## config.mk

```make
export PLATFORM = sky130hd
export DESIGN_NAME = lut_index_encoder
export DESIGN_NICKNAME = d
export VERILOG_FILES = /design/src/rtl/lut_index_encoder.sv
export SDC_FILE = /design/constraint.sdc
export NUM_CORES = 1
export LEC_CHECK = 0
export BUFFER_PORTS_ARGS = -buffer_cell sky130_fd_sc_hd__buf_4
export CAP_MARGIN = 15
export CORE_AREA = 4 4 167 169
export DETAILED_ROUTE_END_ITERATION = 6
export DIE_AREA = 0 0 171 173
export PLACE_DENSITY_LB_ADDON = 0.3
export SLEW_MARGIN = 0
export SYNTH_ARGS = -nofsm -noshare
export SYNTH_HDL_FRONTEND = slang
export SYNTH_SLANG_ARGS = --single-unit
```

## constraint.sdc

```tcl
create_clock -name Clk -period 4.4 [get_ports Clk]
set_clock_uncertainty 0.05 [all_clocks]
set_input_delay 0 -clock Clk [delete_from_list [all_inputs] [get_ports Clk]]
set_output_delay 0 -clock Clk [all_outputs]
set_load 0.05 [all_outputs]
```

## src/rtl/lut_index_encoder.sv

```systemverilog
// -----------------------------------------------------------------------------
// lut_index_encoder
//
// Inverse of the branch-target LUT: maps a TW-bit branch target/offset to the
// IW-bit LUT index that decodes back to it. Owns a programmable DEPTH-entry
// target table. A multi-cycle FSM walks the valid entries one per cycle. On a
// miss with allocation enabled, it appends the target as a new entry.
//
// Build option:
//   LUT_ENC_PRELOAD_EN  when defined, Reset loads the default branch set
//                       (3F0, 003, 007, 001) into entries 0-3 and sets
//                       Count=4. Otherwise Reset clears the table and sets
//                       Count=0.
//
// Ports:
//   Clk       in   rising-edge clock
//   Reset     in   synchronous, active-high
//   Req       in   start a lookup (sampled only in IDLE)
//   Target    in   TW-bit value to look up (latched on the accepting edge)
//   Alloc     in   allow append on miss (latched with Target)
//   Busy      out  high whenever the FSM is not in IDLE
//   Done      out  one-cycle pulse when Hit/Index are valid
//   Hit       out  target found or allocated (held until the next Done)
//   Index     out  resulting index, 0 on failure (held until the next Done)
//   Full      out  Count == DEPTH
//   Count     out  number of valid entries
//   RdAddr    in   debug/mirror read address
//   RdTarget  out  combinational table[RdAddr]
// -----------------------------------------------------------------------------
module lut_index_encoder #(
    parameter int DEPTH = 16,
    parameter int IW    = 4,
    parameter int TW    = 10
) (
    input  logic          Clk,
    input  logic          Reset,
    input  logic          Req,
    input  logic [TW-1:0] Target,
    input  logic          Alloc,
    output logic          Busy,
    output logic          Done,
    output logic          Hit,
    output logic [IW-1:0] Index,
    output logic          Full,
    output logic [IW:0]   Count,
    input  logic [IW-1:0] RdAddr,
    output logic [TW-1:0] RdTarget
);

    localparam logic [IW:0] C_DEPTH = (IW+1)'(DEPTH);
    localparam logic [IW:0] C_ONE   = (IW+1)'(1);

`ifdef LUT_ENC_PRELOAD_EN
    localparam logic [IW:0] C_RESET_COUNT = (IW+1)'(4);
`else
    localparam logic [IW:0] C_RESET_COUNT = '0;
`endif

    typedef enum logic [1:0] {
        S_IDLE,
        S_SEARCH,
        S_ALLOC,
        S_DONE
    } state_t;

    state_t        r_state;
    state_t        w_state_next;

    logic [TW-1:0] r_table [DEPTH];
    logic [IW:0]   r_count;
    logic [IW-1:0] r_ptr;
    logic [TW-1:0] r_target;
    logic          r_alloc;
    logic          r_hit;
    logic [IW-1:0] r_index;

    logic          w_full;
    logic          w_match;
    logic          w_last;
    logic          w_accept;
    logic          w_ptr_inc;
    logic          w_set_hit;
    logic          w_set_miss;
    logic          w_do_alloc;

    assign w_full  = (r_count == C_DEPTH);
    // An empty table has no valid entry 0, so a zero target must not match it.
    assign w_match = (r_count != '0) && (r_table[r_ptr] == r_target);
    assign w_last  = (r_count == '0) || ({1'b0, r_ptr} == (r_count - C_ONE));

    // Next-state and control decode
    always_comb begin
        w_state_next = r_state;
        w_accept     = 1'b0;
        w_ptr_inc    = 1'b0;
        w_set_hit    = 1'b0;
        w_set_miss   = 1'b0;
        w_do_alloc   = 1'b0;
        case (r_state)
            S_IDLE: begin
                if (Req) begin
                    w_accept     = 1'b1;
                    w_state_next = S_SEARCH;
                end
            end
            S_SEARCH: begin
                if (w_match) begin
                    w_set_hit    = 1'b1;
                    w_state_next = S_DONE;
                end else if (w_last) begin
                    if (r_alloc && !w_full) begin
                        w_state_next = S_ALLOC;
                    end else begin
                        w_set_miss   = 1'b1;
                        w_state_next = S_DONE;
                    end
                end else begin
                    w_ptr_inc = 1'b1;
                end
            end
            S_ALLOC: begin
                w_do_alloc   = 1'b1;
                w_state_next = S_DONE;
            end
            S_DONE: begin
                w_state_next = S_IDLE;
            end
            default: begin
                w_state_next = S_IDLE;
            end
        endcase
    end

    // State register
    always_ff @(posedge Clk) begin
        if (Reset) begin
            r_state <= S_IDLE;
        end else begin
            r_state <= w_state_next;
        end
    end

    // Request operands: only meaningful after acceptance, so no reset needed
    always_ff @(posedge Clk) begin
        if (w_accept) begin
            r_target <= Target;
            r_alloc  <= Alloc;
        end
    end

    // Table, entry count, search pointer and result registers
    always_ff @(posedge Clk) begin
        if (Reset) begin
            r_ptr   <= '0;
            r_hit   <= 1'b0;
            r_index <= '0;
            r_count <= C_RESET_COUNT;
            for (int k = 0; k < DEPTH; k++) begin
                r_table[k] <= '0;
            end
`ifdef LUT_ENC_PRELOAD_EN
            r_table[0] <= TW'(10'h3F0);
            r_table[1] <= TW'(10'h003);
            r_table[2] <= TW'(10'h007);
            r_table[3] <= TW'(10'h001);
`endif
        end else begin
            if (w_accept) begin
                r_ptr <= '0;
            end
            if (w_ptr_inc) begin
                r_ptr <= r_ptr + 1'b1;
            end
            if (w_set_hit) begin
                r_hit   <= 1'b1;
                r_index <= r_ptr;
            end
            if (w_set_miss) begin
                r_hit   <= 1'b0;
                r_index <= '0;
            end
            // ALLOC is only entered when not full, so Count[IW-1:0] is a
            // valid free slot here.
            if (w_do_alloc) begin
                r_table[r_count[IW-1:0]] <= r_target;
                r_index                  <= r_count[IW-1:0];
                r_hit                    <= 1'b1;
                r_count                  <= r_count + C_ONE;
            end
        end
    end

    assign Busy     = (r_state != S_IDLE);
    assign Done     = (r_state == S_DONE);
    assign Hit      = r_hit;
    assign Index    = r_index;
    assign Full     = w_full;
    assign Count    = r_count;
    assign RdTarget = r_table[RdAddr];

endmodule

```

==> summary.txt, run 1 <==
Status
  • Outcome: completed

Setup path
  • Crit Path Class: reg2reg
  • Crit-path cells: buf_4 > mux4_1 > mux2i_1 > o21ai_0 > o22ai_1 > nand4bb_4 > nor3_2 > o211ai_1 > a21oi_1 > dlygate4sd3_1
  • Max FO, Critical Path: 13
  • Worst Setup End Kind: flop
  • Critical Path Source Type: flop
  • Crit path max-delay cell type: dfxtp_1
  • Crit path arrival time: 4.47 ns
  • CP required: 4.73 ns
  • Crit-path max cell delay: 0.67 ns

Placement
  • Port bufs: 40
  • Dpl ws: 0.604 ns
  • RD Place Congestion: 0.833
  • DP HPWL: 17800 um
  • Placed instance area: 0.0110 sq mm

Synthesis
  • Synth Area in Compound Gates: 4.76%
  • Syn avg cell area: 14.1 sq um
  • Post-synthesis mux area share: 21.1%
  • Xor/xnor share of the synthesized area: 1.65%
  • Asr flop ratio synth: 0%
  • Yosys top cell by area: edfxtp_1
  • Simple-Gate Fraction of Synth Area: 14.6%
  • Top cells by area, synth: edfxtp_1 (49%), mux4_2 (15%), and3_1 (9.7%)
  • Yosys reg bits: 191
  • Synthesized area: 0.0105 sq mm
  • Largest family of logic cells by synthesized area: multiplexers
  • Sequential fraction of the synthesis area: 52.8%
  • YS warnings: 0
  • Post-Synth Adder-Cell Area: 1.19%
  • Top cell type's share of synthesized area: 49.0%
  • Netlist cell types: 60
  • Post-synth EDFFs: 171
  • Dominant synthesized flop cell: edfxtp_1
  • Syn Nets: 773
  • Mapped Cells: 745

Clock tree
  • Clock Root Buffer: clkbuf_16
  • Clock Sinks: 191
  • CTS buffer count: 17
  • H-tree levels: 4
  • Clk slew on worst S/H paths: 0.08 ns
  • Max Buffers Root-to-Sink: 2
  • Setup repair bufs after CTS: 0
  • Clk Latency, worst-skew pair: 0.43 ns
  • CTS tree: done

Floorplanning
  • Die W: 171 um
  • Initial core utilization: 39.5%
  • Die area: 0.0296 sq mm
  • Core area: 0.0266 sq mm
  • Top-Level Pins: 41
  • Rows: 60
  • Die Ht: 173 um

Routing
  • Antenna Nets Post-Route: 0
  • Detailed-route via count: 6824
  • Total Routed Length: 29100 um
  • DRC: 0
  • Post-DR wirelength/cell: 26.3 um
  • DRT iter0 DRCs: 1016
  • 1st-pass router iterations: 5
  • Via/cell ratio: 6.18

Timing
  • Fin crit share: 94.1%
  • Worst Tran Pin Value: 0.905 ns
  • Fin Hold WS: 0.238 ns
  • Setup violators final: 0
  • Worst relative slew slack: 39.7%
  • Min Tclk post-route: 4.14 ns
  • Max Slew Vio Count: 0
  • Setup TNS: 0 ns
  • RSZ-0062 raised after global routing: false
  • Hold Vio Cnt, Final: 0
  • Final worst setup slack: 0.261 ns
  • Fmax: 242 MHz

Pwr
  • Lkg Pwr: 0.00474 uW
  • Max rail drop VDD: 0.235 mV
  • Power per cell area: 402 mW/mm^2

Run
  • Max Cap Viol: 0

Global routing
  • First-pass GRT wire length: 44400 um
  • GRT Residual Overflow: 0
  • Initial antenna violation count: 0
  • Vias in the first global route: 6933
  • Largest net degree at the start of global routing: 46
  • Total global-route track usage: 20.0%

Finish
  • Antenna Cells: 0
  • Post-Route Utilization: 44.0%
  • Area growth, synth to finish: 11.4%
  • Final instance area: 0.0117 sq mm
  • Fraction of final layout cells with drive strength greater than 1: 22.8%
  • Fin nets: 778

Worst hold path
  • Worst hold path type: in2reg
## path summary, 6_finish.rpt
path / slack (ns) / to / cells after the start / from
worst min register to register: 0.50 / r_state[1] / 2 / r_state[1]
worst min-delay path: 0.24 / r_target[6] / 2 / Target[6]
worst max-delay path: 0.26 / r_ptr[1] / 10 / flop
worst max register to register: 0.26 / r_ptr[1] / 10 / flop
## what timing repair did
action / CTS / global route
resized for setup: 0 / 1
hold buffers: 14 / 0
hold endpoints to repair: 22 / 0
endpoints found under the setup margin: 0 / 1
## registers in the layout (all words and copies together), names as in the netlist, named ones only
register  flops
r_state       2
r_alloc       1
Index         4
Count         5
r_table     160
r_target     10
Hit           1
r_ptr         4
## logic make-up after synthesis
| kind of cell | count (synthesis) |
|---|---|
| adders and majority gates | 10 |
| DFF | 191 |
| and+or+nand+nor | 248 |
| AOI/OAI and AO/OA | 65 |
| muxes | 114 |
| xor gates and xnor gates | 18 |
| buffers and inverters | 99 |
## worst max-delay path, delay by kind of cell (launching register included)
| kind | cells | cell delay (ns) |
|---|---|---|
| buf+inv | 2 | 0.89 |
| flops | 1 | 0.67 |
| simple gates | 2 | 0.81 |
| compound gates | 4 | 0.83 |
| mux | 2 | 0.81 |
## placed cells by master (no fill, tap or decap), types with 17 or more instances in the layout
cell	netlist	routed
buf_4	2	57
a21o_1	17	17
mux2i_1	28	28
mux4_2	68	68
dfxtp_1	20	17
edfxtp_1	171	171
clkbuf_16	0	17
and3_1	163	163
## routing by layer
metal	GRT usage (%)	up-vias	wire length, um
li1	-	2980	-
met1	28.7	3534	12700
met2	31.4	266	13900
met3	3.73	44	1830
met4	5.38	0	533
met5	0	-	0
## synth_stat cells, drive strengths merged (5+ instances only)
cell type and count:
xor2 8, a22o 5, mux4 81, ha 10, a211o 5, edfxtp 171, and3 163, nand2 10
and2 7, mux2i 28, xnor2 9, nor2 16, a21oi 6, nor3 12, mux2 5, a21o 17
clkbuf 63, dfxtp 20, inv 14, nand2b 9, nand3 6, buf 22, a22oi 6
## area by class of cell
class,instances,area (sq um)
Fill cell,2377,14900
Inverter,14,52.6
Tap cell,341,427
Clock inverter,14,110
Sequential cell,191,5540
Multi-Input combinational cell,455,4560
Clock buffer,18,429
Timing Repair Buffer,71,568
## stage by stage
step                      total power, uW  std cells
after floorplan                      2920        745
after global placement               3260       1058
after detailed placement             3270       1058
after CTS                            4720       1104
after global routing                 4890       1104
final                                4700       1104
## power breakdown
| part | leakage [uW] | internal [uW] | switching, uW |
|---|---|---|---|
| logic | 0.00256 | 352 | 625 |
| registers | 0.00192 | 2100 | 165 |
| clock network | 0.000261 | 735 | 725 |
(Power assumes the default switching activity.)
==> inputs of run 2 (changes only) <==
==> constraint.sdc (replaced) <==
create_clock -name Clk -period 4.4 [get_ports Clk]
set_clock_uncertainty 0.05 [all_clocks]
set_input_delay 0.88 -clock Clk [delete_from_list [all_inputs] [get_ports Clk]]
set_output_delay 0.88 -clock Clk [all_outputs]
set_load 0.05 [all_outputs]
==> run 2 against run 1 <==
  * Sequential share of layout area up 0.47 points
  * Hold slack better by 0.26 ns
  * Global-route usage up 0.21 points
  * Critical path type unchanged
  * Critical endpoint is now Index[3]
  * Highest routed layer unchanged
==> summary.txt, run 2 (synthesized netlist as in run 1, its figures left out) <==
Setup path
  • Crit Path Class: reg2reg (unchanged)
  • Critical Path Source Type: flop (unchanged)
  • Max FO, Critical Path: 25 (was 13)
  • Crit path max-delay cell type: dfxtp_2 (was dfxtp_1)
  • Worst Setup End Kind: flop (unchanged)
  • Crit-path max cell delay: 0.86 ns (was 0.67 ns)
  • Crit-path cells: mux4_1 > mux4_2 > xnor2_1 > nand4_1 > nor4_4 > mux2i_1 > a211oi_1 (was buf_4 > mux4_1 > mux2i_1 > o21ai_0 > o22ai_1 > nand4bb_4 > nor3_2 > o211ai_1 > a21oi_1 > dlygate4sd3_1)
  • CP required: 4.70 ns (was 4.73 ns)
  • Crit path arrival time: 3.91 ns (was 4.47 ns)

Global routing
  • Vias in the first global route: 6824 (was 6933)
  • GRT Max-Usage Layer: met2 (unchanged)
  • GRT Residual Overflow: 0 (unchanged)
  • Met1 Use GR: 29.4% (was 28.7%)
  • GRT met3 Usage: 3.04% (was 3.73%)
  • Total global-route track usage: 20.2% (was 20.0%)
  • First-pass GRT wire length: 44600 um (was 44400 um)
  • Initial antenna violation count: 0 (unchanged)
  • Largest net degree at the start of global routing: 41 (was 46)
  • Met2 Usage GRT: 31.7% (was 31.4%)

Finish
  • Post-Layout Cell Count: 1090 (was 1104)
  • Antenna Cells: 0 (unchanged)
  • Fraction of final layout cells with drive strength greater than 1: 23.0% (was 22.8%)
  • Most frequent cells in the layout: edfxtp_1 (171), and3_1 (163), mux4_2 (68) (unchanged)
  • Fin nets: 764 (was 778)
  • Max reg flops: 160 (unchanged)
  • Final instance area: 0.0116 sq mm (was 0.0117 sq mm)
  • Commonest non-fill, non-tap cell in the layout: edfxtp_1 (unchanged)
  • Register with the most flip-flops: r_table (unchanged)
  • Area growth, synth to finish: 10.3% (was 11.4%)

Floorplanning
  • Initial core utilization: 39.5% (unchanged)
  • Top-Level Pins: 41 (unchanged)
  • Die Ht: 173 um (unchanged)
  • Core area: 0.0266 sq mm (unchanged)
  • Die W: 171 um (unchanged)
  • Die area: 0.0296 sq mm (unchanged)
  • Rows: 60 (unchanged)

Timing
  • Fin Hold WS: 0.499 ns (was 0.238 ns)
  • Setup TNS: 0 ns (unchanged)
  • Worst relative slew slack: 31.0% (was 39.7%)
  • Fmax: 277 MHz (was 242 MHz)
  • Setup violators final: 0 (unchanged)
  • Fin crit share: 81.9% (was 94.1%)
  • Max Slew Vio Count: 0 (unchanged)
  • RSZ-0062 raised after global routing: false (unchanged)
  • Min Tclk post-route: 3.61 ns (was 4.14 ns)
  • Hold Vio Cnt, Final: 0 (unchanged)
  • Final worst setup slack: 0.794 ns (was 0.261 ns)
  • Worst Tran Pin Value: 1.03 ns (was 0.905 ns)

Routing
  • 1st-pass router iterations: 5 (unchanged)
  • Post-DR wirelength/cell: 27.1 um (was 26.3 um)
  • Via/cell ratio: 6.23 (was 6.18)
  • Total Routed Length: 29500 um (was 29100 um)
  • DRT iter0 DRCs: 704 (was 1016)
  • DRC: 0 (unchanged)
  • Detailed-route via count: 6787 (was 6824)
  • Antenna Nets Post-Route: 0 (unchanged)

Status
  • Outcome: completed (unchanged)

Placement
  • DP HPWL: 17900 um (was 17800 um)
  • RD Place Congestion: 0.806 (was 0.833)
  • Placed instance area: 0.0110 sq mm (about the same)
  • Port bufs: 40 (unchanged)
  • Dpl ws: 0.810 ns (was 0.604 ns)
  • DP Cell Count: 1058 (unchanged)

Clock tree
  • Post-CTS Hold Buffers: 0 (was 14)
  • Max Buffers Root-to-Sink: 2 (unchanged)
  • Clock Sinks: 191 (unchanged)
  • Clock Root Buffer: clkbuf_16 (unchanged)
  • CTS buffer count: 17 (unchanged)
  • Post-CTS Resized: 0 (unchanged)
  • Setup repair bufs after CTS: 0 (unchanged)
  • Clk Latency, worst-skew pair: 0.45 ns (was 0.43 ns)
  • CTS tree: done (unchanged)
  • Clk slew on worst S/H paths: 0.07 ns (was 0.08 ns)
  • H-tree levels: 4 (unchanged)

Run
  • Max Cap Viol: 0 (unchanged)

Pwr
  • Power per cell area: 407 mW/mm^2 (was 402 mW/mm^2)
  • Max rail drop VDD: 0.278 mV (was 0.235 mV)
  • Lkg Pwr: 0.00468 uW (was 0.00474 uW)

Worst hold path
  • Worst hold path type: reg2reg (was in2reg)
[run 2: cell count changes in the layout (fill, tap and decap cells not counted), sizes merged]
cell and delta:
inv +1, clkinvlp +2, dlygate4sd3 -14, clkinv -3
[run 2: through the flow]
step	utilization (%)	power [uW]
after floorplan	-	2920
after global placement	41.5	3270
after detailed placement	41.5	3270
after CTS	43.5	4720
after global routing	43.5	4890
final	43.5	4710
[run 2: area by class of cell]
type / count / area (sq um)
Fill cell: 2396 / 15000
Sequential cell: 191 / 5540
Inverter: 14 / 52.6
Timing Repair Buffer: 57 / 453
Tap cell: 341 / 427
Clock inverter: 14 / 109
Clock buffer: 18 / 429
Multi-Input combinational cell: 455 / 4560
[run 2: layer usage]
| layer | wire length (um) | share of wire [%] |
|---|---|---|
| met1 | 12900 | 44 |
| met2 | 14200 | 48 |
| met5 | 0 | 0 |
| met4 | 491 | 1.7 |
| met3 | 1980 | 6.7 |
[run 2: critical path, delay by kind of cell (launching register included)]
kind | cells | cell delay [ns]
AOI/OAI and AO/OA | 1 | 0.25
xor gates and xnor gates | 1 | 0.32
DFF | 1 | 0.86
muxes | 3 | 1.25
and+or+nand+nor | 2 | 0.77
[run 2: power breakdown]
group	switching, uW	internal [uW]
Combinational	628	345
Sequential	167	2100
Clock	736	734
[run 2: final timing paths]
kind / cells past startpoint / endpoint / start / slack [ns]
max: 7 / Index[3] / flop / 0.79
min: 2 / Hit / Hit / 0.50
max reg2reg: 7 / Index[3] / flop / 0.79
min reg2reg: 2 / Hit / Hit / 0.50
